## src/rtl/piso_framer_pkg.sv

```systemverilog
// Shared encodings for the parallel-in serial-out framer.
package piso_framer_pkg;

  typedef enum logic [2:0] {
    ST_IDLE   = 3'd0,
    ST_START  = 3'd1,
    ST_DATA   = 3'd2,
    ST_PARITY = 3'd3,
    ST_STOP   = 3'd4
  } state_t;

  localparam logic LINE_IDLE  = 1'b1;
  localparam logic LINE_START = 1'b0;

endpackage

```

## src/rtl/bit_period_timer.sv

```systemverilog
// Counts DIV clocks per bit period; tick marks the last clock of each period while running.
module bit_period_timer #(
  parameter int DIV = 4
) (
  input  logic clk,
  input  logic rst,
  input  logic run,
  output logic tick
);

  localparam int TW = (DIV > 1) ? $clog2(DIV) : 1;

  logic [TW-1:0] tcnt_q, tcnt_d;

  assign tick = run && (tcnt_q == TW'(DIV - 1));

  always_comb begin
    tcnt_d = tcnt_q;
    if (!run || tick) tcnt_d = '0;
    else              tcnt_d = tcnt_q + 1'b1;
  end

  always_ff @(posedge clk or posedge rst) begin
    if (rst) tcnt_q <= '0;
    else     tcnt_q <= tcnt_d;
  end

endmodule

```

## src/rtl/piso_framer.sv

```systemverilog
// Start/stop framed MSB-first serializer with per-bit ser_en strobe.
// Optional even parity bit after the data when PISO_FRAMER_PARITY_EN is defined.
module piso_framer
  import piso_framer_pkg::*;
#(
  parameter int WIDTH = 8,
  parameter int DIV   = 4
) (
  input  logic             clk,
  input  logic             rst,
  input  logic             in_valid,
  input  logic [WIDTH-1:0] in_data,
  output logic             in_ready,
  output logic             ser_out,
  output logic             ser_en,
  output logic             busy,
  output logic             frame_done
);

  localparam int BW = $clog2(WIDTH);

  state_t           state_q, state_d;
  logic [WIDTH-1:0] sreg_q, sreg_d;
  logic [BW-1:0]    bcnt_q, bcnt_d;
  logic             ser_out_q, ser_out_d;
  logic             tick;
  logic             accept;
`ifdef PISO_FRAMER_PARITY_EN
  logic             par_q, par_d;
`endif

  bit_period_timer #(.DIV(DIV)) u_timer (
    .clk  (clk),
    .rst  (rst),
    .run  (state_q != ST_IDLE),
    .tick (tick)
  );

  // A word can be taken while idle or in the final STOP clock for gapless frames.
  assign in_ready   = (state_q == ST_IDLE) || ((state_q == ST_STOP) && tick);
  assign accept     = in_valid && in_ready;
  assign busy       = (state_q != ST_IDLE);
  assign frame_done = tick && (state_q == ST_STOP);
  assign ser_out    = ser_out_q;
`ifdef PISO_FRAMER_PARITY_EN
  assign ser_en     = tick && ((state_q == ST_DATA) || (state_q == ST_PARITY));
`else
  assign ser_en     = tick && (state_q == ST_DATA);
`endif

  // ser_out_d is the level of the next cycle, so the line only changes on period boundaries.
  always_comb begin
    state_d   = state_q;
    sreg_d    = sreg_q;
    bcnt_d    = bcnt_q;
    ser_out_d = ser_out_q;
`ifdef PISO_FRAMER_PARITY_EN
    par_d     = par_q;
`endif
    case (state_q)
      ST_IDLE: begin
        ser_out_d = LINE_IDLE;
        if (accept) begin
          state_d   = ST_START;
          sreg_d    = in_data;
          bcnt_d    = '0;
          ser_out_d = LINE_START;
`ifdef PISO_FRAMER_PARITY_EN
          par_d     = ^in_data;
`endif
        end
      end
      ST_START: begin
        if (tick) begin
          state_d   = ST_DATA;
          ser_out_d = sreg_q[WIDTH-1];
        end
      end
      ST_DATA: begin
        if (tick) begin
          sreg_d = sreg_q << 1;
          if (bcnt_q == BW'(WIDTH - 1)) begin
            bcnt_d    = '0;
`ifdef PISO_FRAMER_PARITY_EN
            state_d   = ST_PARITY;
            ser_out_d = par_q;
`else
            state_d   = ST_STOP;
            ser_out_d = LINE_IDLE;
`endif
          end else begin
            bcnt_d    = bcnt_q + 1'b1;
            ser_out_d = sreg_q[WIDTH-2];
          end
        end
      end
`ifdef PISO_FRAMER_PARITY_EN
      ST_PARITY: begin
        if (tick) begin
          state_d   = ST_STOP;
          ser_out_d = LINE_IDLE;
        end
      end
`endif
      ST_STOP: begin
        if (tick) begin
          if (accept) begin
            state_d   = ST_START;
            sreg_d    = in_data;
            bcnt_d    = '0;
            ser_out_d = LINE_START;
`ifdef PISO_FRAMER_PARITY_EN
            par_d     = ^in_data;
`endif
          end else begin
            state_d   = ST_IDLE;
            ser_out_d = LINE_IDLE;
          end
        end
      end
      default: begin
        state_d   = ST_IDLE;
        ser_out_d = LINE_IDLE;
      end
    endcase
  end

  always_ff @(posedge clk or posedge rst) begin
    if (rst) begin
      state_q   <= ST_IDLE;
      bcnt_q    <= '0;
      ser_out_q <= LINE_IDLE;
    end else begin
      state_q   <= state_d;
      bcnt_q    <= bcnt_d;
      ser_out_q <= ser_out_d;
    end
  end

  // Word payload only; it is always reloaded on accept before use.
  always_ff @(posedge clk) begin
    sreg_q <= sreg_d;
`ifdef PISO_FRAMER_PARITY_EN
    par_q  <= par_d;
`endif
  end

endmodule

```

## config.mk

```make
export PLATFORM = sky130hd
export DESIGN_NAME = piso_framer
export DESIGN_NICKNAME = d
export VERILOG_FILES = /design/src/rtl/piso_framer_pkg.sv /design/src/rtl/bit_period_timer.sv /design/src/rtl/piso_framer.sv
export SDC_FILE = /design/constraint.sdc
export NUM_CORES = 1
export LEC_CHECK = 0
export ABC_AREA = 1
export CAP_MARGIN = 40
export CORE_MARGIN = 2
export CORE_UTILIZATION = 33
export CTS_CLUSTER_SIZE = 24
export DETAILED_ROUTE_END_ITERATION = 10
export MAX_ROUTING_LAYER = met4
export PLACE_DENSITY = 0.55
export SYNTH_ARGS = -nofsm -noshare
export SYNTH_HDL_FRONTEND = slang
export SYNTH_HIERARCHICAL = 1
export SYNTH_SLANG_ARGS = --single-unit
```

## constraint.sdc

```tcl
create_clock -name clk -period 6.1 [get_ports clk]
set_clock_uncertainty 0.2 [all_clocks]
set_input_delay 0.61 -clock clk [delete_from_list [all_inputs] [get_ports clk]]
set_output_delay 0.61 -clock clk [all_outputs]
set_load 0.005 [all_outputs]
```

==> After elaboration in Yosys (flattened, before gate mapping) <==
Cells that the tools add are included.
{ "totals": {"output_inout_bits": 5, "ff_bits": 17, "input_bits": 11, "wordCells": 53} }
{ "op_classes": {"eq_ne": 10, "addsub": 2, "muxes": 23, "reduce_logical": 13} }
{ "ops": {"columns": ["op", "n"], "rows": [
  ["$mux 3", 9],
  ["$mux 8", 3],
  ["$pmux 8 s3", 1],
  ["$pmux 3 s4", 1],
  ["$pmux 3 s3", 1],
  ["$ne 2x2->1 const B", 4],
  ["$eq 3x3->1 const B", 2],
  ["$mux 1", 6],
  ["$reduce_and 3->1", 2],
  ["$reduce_bool 3->1", 2],
  ["$reduce_and 5->1", 1],
  ["$logic_and 1x1->1", 4],
  ["$pmux 1 s4", 1],
  ["$add 3x1->3 const B", 1],
  ["$eq 3x1->1 const B", 1],
  ["$eq 3x2->1 const B", 1],
  ["$logic_not 3->1", 1],
  ["$add 2x1->2 const B", 1],
  ["$eq 2x2->1 const B", 1],
  ["$logic_or 1x1->1", 2],
  ["$mux 2", 1],
  ["$ne 2x1->1 const B", 1],
  ["$logic_not 1->1", 1]
]} }

==> Depth between registers and ports, before layout <==
{ "logic_depth": {"word_depth": 8, "ltp_mapped": 11, "mapped_depth_nobuf": 11} }

==> Cells and area by module <==
Netlist, hierarchy kept.
{ "by_module_without_submodules": {"columns": ["mod", "n_inst", "area_per_inst_um2", "seq_area_each_um2", "cells_each"], "rows": [
  ["piso_framer", 1, 834.6, 416.6, 93],
  ["bit_period_timer", 1, 92.6, 50.0, 11]
]} }

==> Worst setup path before layout <==
Ideal clock, no wire load.
{ "synth_path": {"kind": "reg2out", "startpoint": "register state_q[1]", "endpoint": "output in_ready", "n_path_buf": 0, "path_slack_ps": 4097, "t_required_ps": 5290, "stages_incl_launch_ff": 7, "t_arrival_ps": 1193, "cell_sequence": "dfrtp_1 -> nor2_4 -> nand2_1 -> nand2_1 -> inv_1 -> o21ai_4 -> inv_1"} }
{ "synth_via": {"elab_chain_len": 4, "elab_cells_between_ends": 6, "classes_between": "eq/ne: 1; reduce/logical: 5"} }
{ "synth_rtl": {"columns": ["element", "line", "rtl"], "rows": [
  ["start: declaration", "piso_framer.sv:22", "state_t state_q, state_d;"],
  ["start signal: assignment", "piso_framer.sv:134", "state_q <= state_d;"],
  ["$reduce_bool 3->1", null, null],
  ["named net busy", "piso_framer.sv:16", "output logic busy,"],
  ["$logic_and 1x1->1", "bit_period_timer.sv:15", "assign tick = run && (tcnt_q == TW'(DIV - 1));"],
  ["named net tick", "piso_framer.sv:26", "logic tick;"],
  ["$logic_and 1x1->1", "piso_framer.sv:40", "assign in_ready = (state_q == ST_IDLE) || ((state_q == ST_STOP) && tick);"],
  ["$logic_or 1x1->1", "piso_framer.sv:40", null],
  ["end: declaration", "piso_framer.sv:13", "output logic in_ready,"]
]} }
The timed path passes the listed nets, and every way through them passes these cells.

==> Worst setup path in the final report <==
{ "layout_path": {"startpoint": "register state_q[2]", "endpoint": "output ser_en"} }
{ "layout_via": {"elab_chain_len": 3, "elab_cells_between_ends": 4, "classes_between": "eq/ne: 1; reduce/logical: 3"} }
{ "layout_rtl": {"columns": ["element", "line", "rtl"], "rows": [
  ["$reduce_bool 3->1", "piso_framer.sv:35", ".run (state_q != ST_IDLE),"],
  ["$logic_and 1x1->1", "bit_period_timer.sv:15", null],
  ["named net tick", "piso_framer.sv:26", null],
  ["$logic_and 1x1->1", "piso_framer.sv:48", "assign ser_en = tick && (state_q == ST_DATA);"],
  ["end: declaration", "piso_framer.sv:15", "output logic ser_en,"]
]} }
The timed path passes the listed nets, and every way through them passes these cells.

==> qor.yml <==
run_status:
  status: "completed"
finish:
  layoutNonFillerInstCount: 154
  n_antenna_cell: 0
  area_growth_pct: 23.2
  nets: 138
  drive_gt1_share_pct: 15.4
sta:
  tns_ns: 0
  period_minus_slack_ns: 2.93
  hold_ws_ns: 0.239
  tightest_slew_ns: 0.300
  setup_viol: 0
  slew_viol_final: 0
  fin_crit_sh_pct: 48.1
  rsz0062_at_grt: "no"
  clock.fmax_ghz: 0.341
  relSlewSlack_pct: 80.0
  fin_ws_ns: 3.17
  finalHoldViolCount: 0
route:
  num_vias: 725
  drc: 0
  ant_nets: 0
  drtIter0Drc: 10
  dr.pass1.iters: 4
  wl_per_cell_um: 12.1
  routed_wl_um: 1860
  viasPerCell: 4.71
pwr:
  switching_share_pct: 42.5
  p_int_mw: 0.318
  peakVddDrop_uv: 215
  total_power_mw: 0.553
  power.density_mw_per_mm2: 484
  pwr-share-comb_pct: 48.6
  seqPwrFrac_pct: 39.8
  power.share.clock_pct: 11.6
  p_leak_nw: 0.552
  switchingPower_mw: 0.235
synth:
  synth_area_leaders: "edfxtp_1 (26%), dfrtp_1 (22%), nand2_1 (9.7%)"
  yosys-top-cells-count: "nand2_1 (24), inv_1 (13), nor2_1 (11)"
  synth_enable_flop_cells: 8
  synth.distinct_cells: 21
  syn-num-nets: 118
  syn_inst: 104
  syn_avg_cell_area_um2: 8.91
  yosys_warnings: 6
  synth_seq_cells: 17
  yosys.area.top_type: "edfxtp_1"
  synth_ff_type: "edfxtp_1"
  yosysMostFrequentCell: "nand2_1"
  synth_area_um2: 927
  synthArstFlopShare_pct: 52.9
  synth_top_area_share_pct: 25.9
  ys_seq_area_share_pct: 50.3
worst_setup_path:
  critPathArrivalTime_ns: 2.12
  cp-end-kind: "primary output"
  start_kind: "register"
  worst-path-max-fanout: 7
  critPathKind: "register to primary output"
  worstPathRequired_ns: 5.29
  r2r_slack_ns: 3.91
grt:
  grt_pass1_vias: 713
  grt-ovfl-total: 0
  grt_max_degree: 10
  antenna_found_initial: 0
  track_usage_pct: 13.6
  grt_first_pass_wirelength_um: 3230
placement:
  numPortBuffers: 15
  dpl.hpwl_um: 1440
  globalplace.congestion: 0.756
  dpl.cell_count: 150
  preCtsSetupSlack_ns: 3.50
cts:
  cts_hold_buf: 0
  htreeDepth: 1
  post_cts_buffers: 0
  cts-root-buf: "clkbuf_4"
  clockBufferDepth: 2
  clock_latency_ns: 0.30
  numCtsBuffers: 3
  cts_sinks: 17
  postCtsResizedCells: 0
  cts_tree: "done"
  path_clk_slew_ns: 0.11
die:
  die-area_mm2: 0.00325
  fp.dieH_um: 57.0
  io_pins: 16
  start_util_pct: 34.2
  die_x_um: 57.0
  core_mm2: 0.00271
  core.rowCount: 19
worst_hold_path:
  hold_class: "register to register"
job:
  maxCapViolCount: 0
-- power groups by stage --
stage / Clock (mW) / Combinational (mW) / Sequential (mW)
detailed placement: 0 / 0.271 / 0.223
floorplan: 0 / 0.197 / 0.214
global route: 0.0710 / 0.307 / 0.225
global placement: 0 / 0.269 / 0.220
CTS: 0.0650 / 0.273 / 0.220
finish: 0.0642 / 0.269 / 0.220
-- cells in the final DEF (no fill, tap or decap), drive strengths merged --
master and n:
dfstp 1, nand2 27, edfxtp 8, a21oi 1
inv 18, nand3 9, nor2 14, clkbuf 4
a22o 6, dfrtp 8, o21ai 8, clkdlybuf4s50 15
ha 3, nor3 1
-- state kept, by name, indices dropped and copies added, names as in the netlist --
register / flops
ser_out: 1
bcnt_q: 3
u_timer/tcnt_q: 2
sreg_q: 8
state_q: 3
-- final timing paths --
kind / startpoint / to / depth (start not counted)
min: u_timer/tcnt_q[0] / u_timer/tcnt_q[0] / 1
min reg2reg: u_timer/tcnt_q[0] / u_timer/tcnt_q[0] / 1
max in group asynchronous: rst / ser_out / 2
max reg2reg: state_q[2] / sreg_q[7] / 10
min in group asynchronous: rst / u_timer/tcnt_q[1] / 2
max: state_q[2] / ser_en / 7
-- layer usage --
| metal | track usage (%) | vias to the layer above | part of all wire, % |
|---|---|---|---|
| li1 | - | 378 | - |
| met1 | 17.3 | 330 | 47 |
| met2 | 20.4 | 12 | 47 |
| met3 | 2.72 | 5 | 3.0 |
| met4 | 6.98 | 0 | 2.4 |
| met5 | - | - | 0 |
-- logic make-up (layout without fill, tap and decap cells) --
family,after synthesis,count (layout),synth area share (%)
compound gates,15,15,12.6
fa+ha+maj,3,3,4.05
buf+inv,18,37,7.29
flops,17,17,50.3
simple gates,51,51,25.8
-- final cells by class --
class / count / area, µm²
Tap cell: 31 / 38.8
Inverter: 18 / 67.6
Fill cell: 292 / 1570
Multi-Input combinational cell: 69 / 393
Sequential cell: 17 / 467
Timing Repair Buffer: 15 / 150
Clock buffer: 4 / 26.3
-- critical path: stages, from the launching register on --
cell and delay [ns]:
dfrtp_1 0.51, inv_2 0.10, nand2_1 0.12, nand2_1 0.06
inv_1 0.15, inv_1 0.13, nor2_1 0.21, clkdlybuf4s50_1 0.54
-- metrics by stage --
stage	cell area, µm²	util (%)
2_1_floorplan	927	-
3_3_place_gp	1120	41.2
3_5_place_dp	1120	41.2
4_1_cts	1140	42.2
5_1_grt	1140	42.2
6_report	1140	42.2
Note: power is estimated with default switching activity, not from simulation.
==> RTL edit 1: new RTL, config.mk and constraints unchanged <==
`DIV` is set to 4 in 2 places; all go to 2.
--- a/src/rtl/bit_period_timer.sv
+++ b/src/rtl/bit_period_timer.sv
@@ -1,5 +1,5 @@
 // Counts DIV clocks per bit period; tick marks the last clock of each period while running.
 module bit_period_timer #(
-  parameter int DIV = 4
+  parameter int DIV = 2
 ) (
   input  logic clk,
--- a/src/rtl/piso_framer.sv
+++ b/src/rtl/piso_framer.sv
@@ -5,5 +5,5 @@
 #(
   parameter int WIDTH = 8,
-  parameter int DIV   = 4
+  parameter int DIV   = 2
 ) (
   input  logic             clk,
Behaviour: not the same (Yosys sat finds a counterexample within 4 cycles, from zero or initial values and one cycle with rst high).
==> RTL edit 1 against the unedited design <==
Total power is 1.6% lower. Sequential cell count decreased by 1. Highest routed layer unchanged. Sequential power decreased by 4%. Worst setup slack better by 37 ps. Design area decreased by 4.2%. Synthesized area down 5.0%. Routed wire length down 3.1%. Clock power down 7.6%. Count of clock-buffer cells in the layout decreased by 1. Critical path depth unchanged. Critical path type unchanged.
==> RTL edit 1: results (changes against the unedited design) <==
power:
  pg_comb_mw: 0.274  # was 0.269 mW
  p_leak_nw: 0.528  # was 0.552 nW
  pg_seq_mw: 0.211  # was 0.220 mW
  vdd_drop_max_mv: 0.240  # was 0.215 mV
  p_switching_mw: 0.235  # about the same
clock_network:
  clkTransAtPathRegs_ps: 90  # was 110 ps
global_routing:
  grt_max_degree: 10  # unchanged
  grt_pass1_vias: 701  # was 713
  gr-usage-all-layers: 0.133  # was 0.136
  grt_pass1_wl_mm: 3.13  # was 3.23 mm
placement:
  gp_congestion: 0.815  # was 0.756
  place_ws_ps: 3530  # was 3500 ps
  dp_hpwl_mm: 1.40  # was 1.44 mm
sta:
  maxSlewHeadroom: 0.800  # about the same
  holdWs_ps: 237  # was 239 ps
synthesis:
  synth_area_leaders: "edfxtp_1, dfrtp_1, nand2_1, a22o_1, inv_1"  # unchanged
  synthArstFlopShare: 0.500  # was 0.529
  syn-num-nets: 112  # was 118
  ys_warn_count: 6  # unchanged
  synth_edf_count: 8  # unchanged
  synthTopCellsByCount: "nand2_1, inv_1, nor2_1"  # unchanged
  ys_seq_area_frac: 0.501  # was 0.503
worst_hold_path:
  min_to: "u_timer/tcnt_q$_DFF_PP0_"  # was u_timer/tcnt_q[0]$_DFF_PP0_
  hp-start: "u_timer/tcnt_q$_DFF_PP0_"  # was u_timer/tcnt_q[0]$_DFF_PP0_
critical_path:
  rrSetupSlack_ps: 3940  # was 3910 ps
  r2r-end: "sreg_q[6]$_DFFE_PP_"  # was sreg_q[7]$_DFFE_PP_
  cp-startpoint: "state_q[1]$_DFFE_PP0P_"  # was state_q[2]$_DFFE_PP0P_
final_layout:
  final_nets: 132  # was 138
  layout-drive-gt1-share: 0.169  # was 0.154
  fill_cells: 252  # was 292
run_status:
  status: "finished, final reports clean"  # unchanged
drt:
  wire_per_inst_um: 12.2  # was 12.1 um
  drt_iter0_markers: 9  # was 10
  vias_per_cell: 4.68  # was 4.71
==> RTL edit 1: cell types whose count changed after synthesis, sizes merged <==
cell / unedited run / this run
ha: 3 / 2
inv: 18 / 17
nor2: 14 / 13
dfrtp: 8 / 7
nand2: 27 / 26
==> RTL edit 1: area by class of cell <==
type                       count  area share
sequential                    16       0.403
multi-input combinational     66       0.343
timing repair buffer          15       0.137
inverter                      17      0.0583
tap                           30      0.0343
clock buffer                   3      0.0206
clock inverter                 1     0.00343
==> RTL edit 1: worst max path at each step <==
stage / to / slack, ps / cells past startpoint
after detailed placement: ser_en / 3530 / 7
final: ser_en / 3210 / 7
after floorplan: in_ready / 4100 / 6
after global placement: ser_en / 3560 / 7
after global routing: ser_en / 3020 / 7
after CTS: ser_en / 3190 / 7
==> RTL edit 1: routing by layer <==
layer  GRT usage  share of wire
met4      0.0732          0.028
met1       0.167           0.47
met5           -              0
met3      0.0233          0.033
met2       0.202           0.47
==> RTL edit 1: cell families after synthesis <==
family                   count (synthesis)  synth area share
buffers and inverters                   17            0.0724
adder cells (fa/ha/maj)                  2            0.0284
AND/OR/NAND/NOR                         49             0.266
flip-flops                              16             0.501
AO/OA/AOI/OAI                           15             0.132
==> RTL edit 1: stage by stage <==
| step | total power, mW | util | std cells |
|---|---|---|---|
| after floorplan | 0.405 | - | 99 |
| after global placement | 0.487 | 0.427 | 144 |
| after detailed placement | 0.491 | 0.427 | 144 |
| after CTS | 0.551 | 0.438 | 148 |
| after global routing | 0.595 | 0.438 | 148 |
| final | 0.544 | 0.438 | 148 |
==> RTL edit 1: worst max-delay path: stages, from the launching register on <==
cell	delay, ps
dfrtp_1	530
nor2_4	90
nand2_1	110
nand2_1	60
inv_1	150
inv_1	130
nor2_1	200
clkdlybuf4s50_1	530
==> RTL edit 2: new RTL, same settings <==
Made on the original files. Encoding of `state_t`: now one-hot (5 bits for 5 states).
--- a/src/rtl/piso_framer_pkg.sv
+++ b/src/rtl/piso_framer_pkg.sv
@@ -2,10 +2,10 @@
 package piso_framer_pkg;
 
-  typedef enum logic [2:0] {
-    ST_IDLE   = 3'd0,
-    ST_START  = 3'd1,
-    ST_DATA   = 3'd2,
-    ST_PARITY = 3'd3,
-    ST_STOP   = 3'd4
+  typedef enum logic [4:0] {
+    ST_IDLE   = 5'b00001,
+    ST_START  = 5'b00010,
+    ST_DATA   = 5'b00100,
+    ST_PARITY = 5'b01000,
+    ST_STOP   = 5'b10000
   } state_t;
 
Formal check against the unedited RTL: same outputs for any inputs over 10 cycles, from zero or initial values and one cycle with rst high; not proved beyond that.
==> RTL edit 2 against the unedited design <==
Critical path depth is the same. Sequential cell count grew 1. Critical path type unchanged. Worst setup slack gained 130 ps. Utilization is essentially flat. Largest cell class unchanged. Final cell count grew 25%. Synthesized area grew 13%. Combinational power grew 7%. Design area grew 12%. Total power grew 1.6%. Routed wire length grew 15%.
==> RTL edit 2: results (changes against the unedited design) <==
final_layout:
  layout-drive-gt1-share: 0.122  # was 0.154
  final_nets: 163  # was 138
  fill_cells: 332  # was 292
  reg_top3: "sreg_q: 8 flops, state_q: 4 flops, bcnt_q: 3 flops"  # was sreg_q: 8 flops, bcnt_q: 3 flops, state_q: 3 flops
critical_path:
  arrival_ps: 1990  # was 2120 ps
  rr_worst_depth: 8  # was 10
  r2r-end: "sreg_q[6]$_DFFE_PP_"  # was sreg_q[7]$_DFFE_PP_
synthesis:
  synth_compound_area_frac: 0.0489  # was 0.126
  synth_area_leaders: "edfxtp_1, dfrtp_1, nand2_1, inv_1, nand3_1"  # was edfxtp_1, dfrtp_1, nand2_1, a22o_1, inv_1
  synthTopCellsByCount: "nand2_1, inv_1, nand3_1"  # was nand2_1, inv_1, nor2_1
  syn_inst: 130  # was 104
  synthArstFlopShare: 0.556  # was 0.529
  syn-num-nets: 144  # was 118
sta:
  tightest_slew_ps: 437  # was 300 ps
global_routing:
  grt_pass1_vias: 866  # was 713
  grt_pass1_wl_mm: 3.82  # was 3.23 mm
run_status:
  status: "finished, final reports clean"  # unchanged
placement:
  dpl_cell_area_mm2: 0.00125  # was 0.00112 mm^2
  post-place-cells: 188  # was 150
  gp_congestion: 0.858  # was 0.756
  dp_hpwl_mm: 1.71  # was 1.44 mm
drt:
  drt_iter0_markers: 50  # was 10
  wire_per_inst_um: 11.1  # was 12.1 um
  vias: 854  # was 725
power:
  p_leak_nw: 0.648  # was 0.552 nW
## RTL edit 2: how the worst max path moves through the flow
stage                     slack (ps)                   to              startpoint  cells after the start
final                           3300               ser_en  state_q[1]$_DFFE_PP0P_                      7
after global routing            3130               ser_en  state_q[1]$_DFFE_PP0P_                      7
after CTS                       3280               ser_en  state_q[1]$_DFFE_PP0P_                      7
after detailed placement        3640               ser_en  state_q[1]$_DFFE_PP0P_                      7
after global placement          3670               ser_en  state_q[1]$_DFFE_PP0P_                      7
after floorplan                 4140  sreg_q[1]$_DFFE_PP_  state_q[1]$_DFFE_PP0P_                      8
## RTL edit 2: cell families after synthesis
group | after synthesis
compound gates | 8
fa+ha+maj | 3
buf+inv | 19
flops | 18
simple gates | 82
## RTL edit 2: cell type report
| type | instances | area [um^2] | share of cell area |
|---|---|---|---|
| clock inverter | 1 | 3.75 | 0.00294 |
| sequential | 18 | 493 | 0.386 |
| tap | 44 | 55.1 | 0.0431 |
| inverter | 18 | 67.6 | 0.0529 |
| clock buffer | 3 | 22.5 | 0.0176 |
| multi-input combinational | 93 | 484 | 0.379 |
| timing repair buffer | 15 | 150 | 0.118 |
## RTL edit 2: layer usage
metal  wire length [um]  GRT usage  vias to the layer above
met5                  0          -                        -
met4                 13     0.0190                        0
met2               1020      0.233                       13
met3                 88     0.0299                        2
li1                   -          -                      451
met1               1020      0.191                      388
## RTL edit 2: where the power goes
group          total, mW  switching (mW)  internal (mW)
Combinational      0.287           0.181          0.106
Clock             0.0602          0.0365         0.0238
Sequential         0.215          0.0271          0.188
Total              0.562           0.244          0.318
## RTL edit 2: metrics by stage
| stage | setup slack, ps | hold slack [ps] |
|---|---|---|
| finish | 3300 | 240 |
| global route | 3130 | 264 |
| CTS | 3280 | 251 |
| detailed placement | 3640 | 236 |
| global placement | 3670 | 220 |
| floorplan | 4140 | 151 |
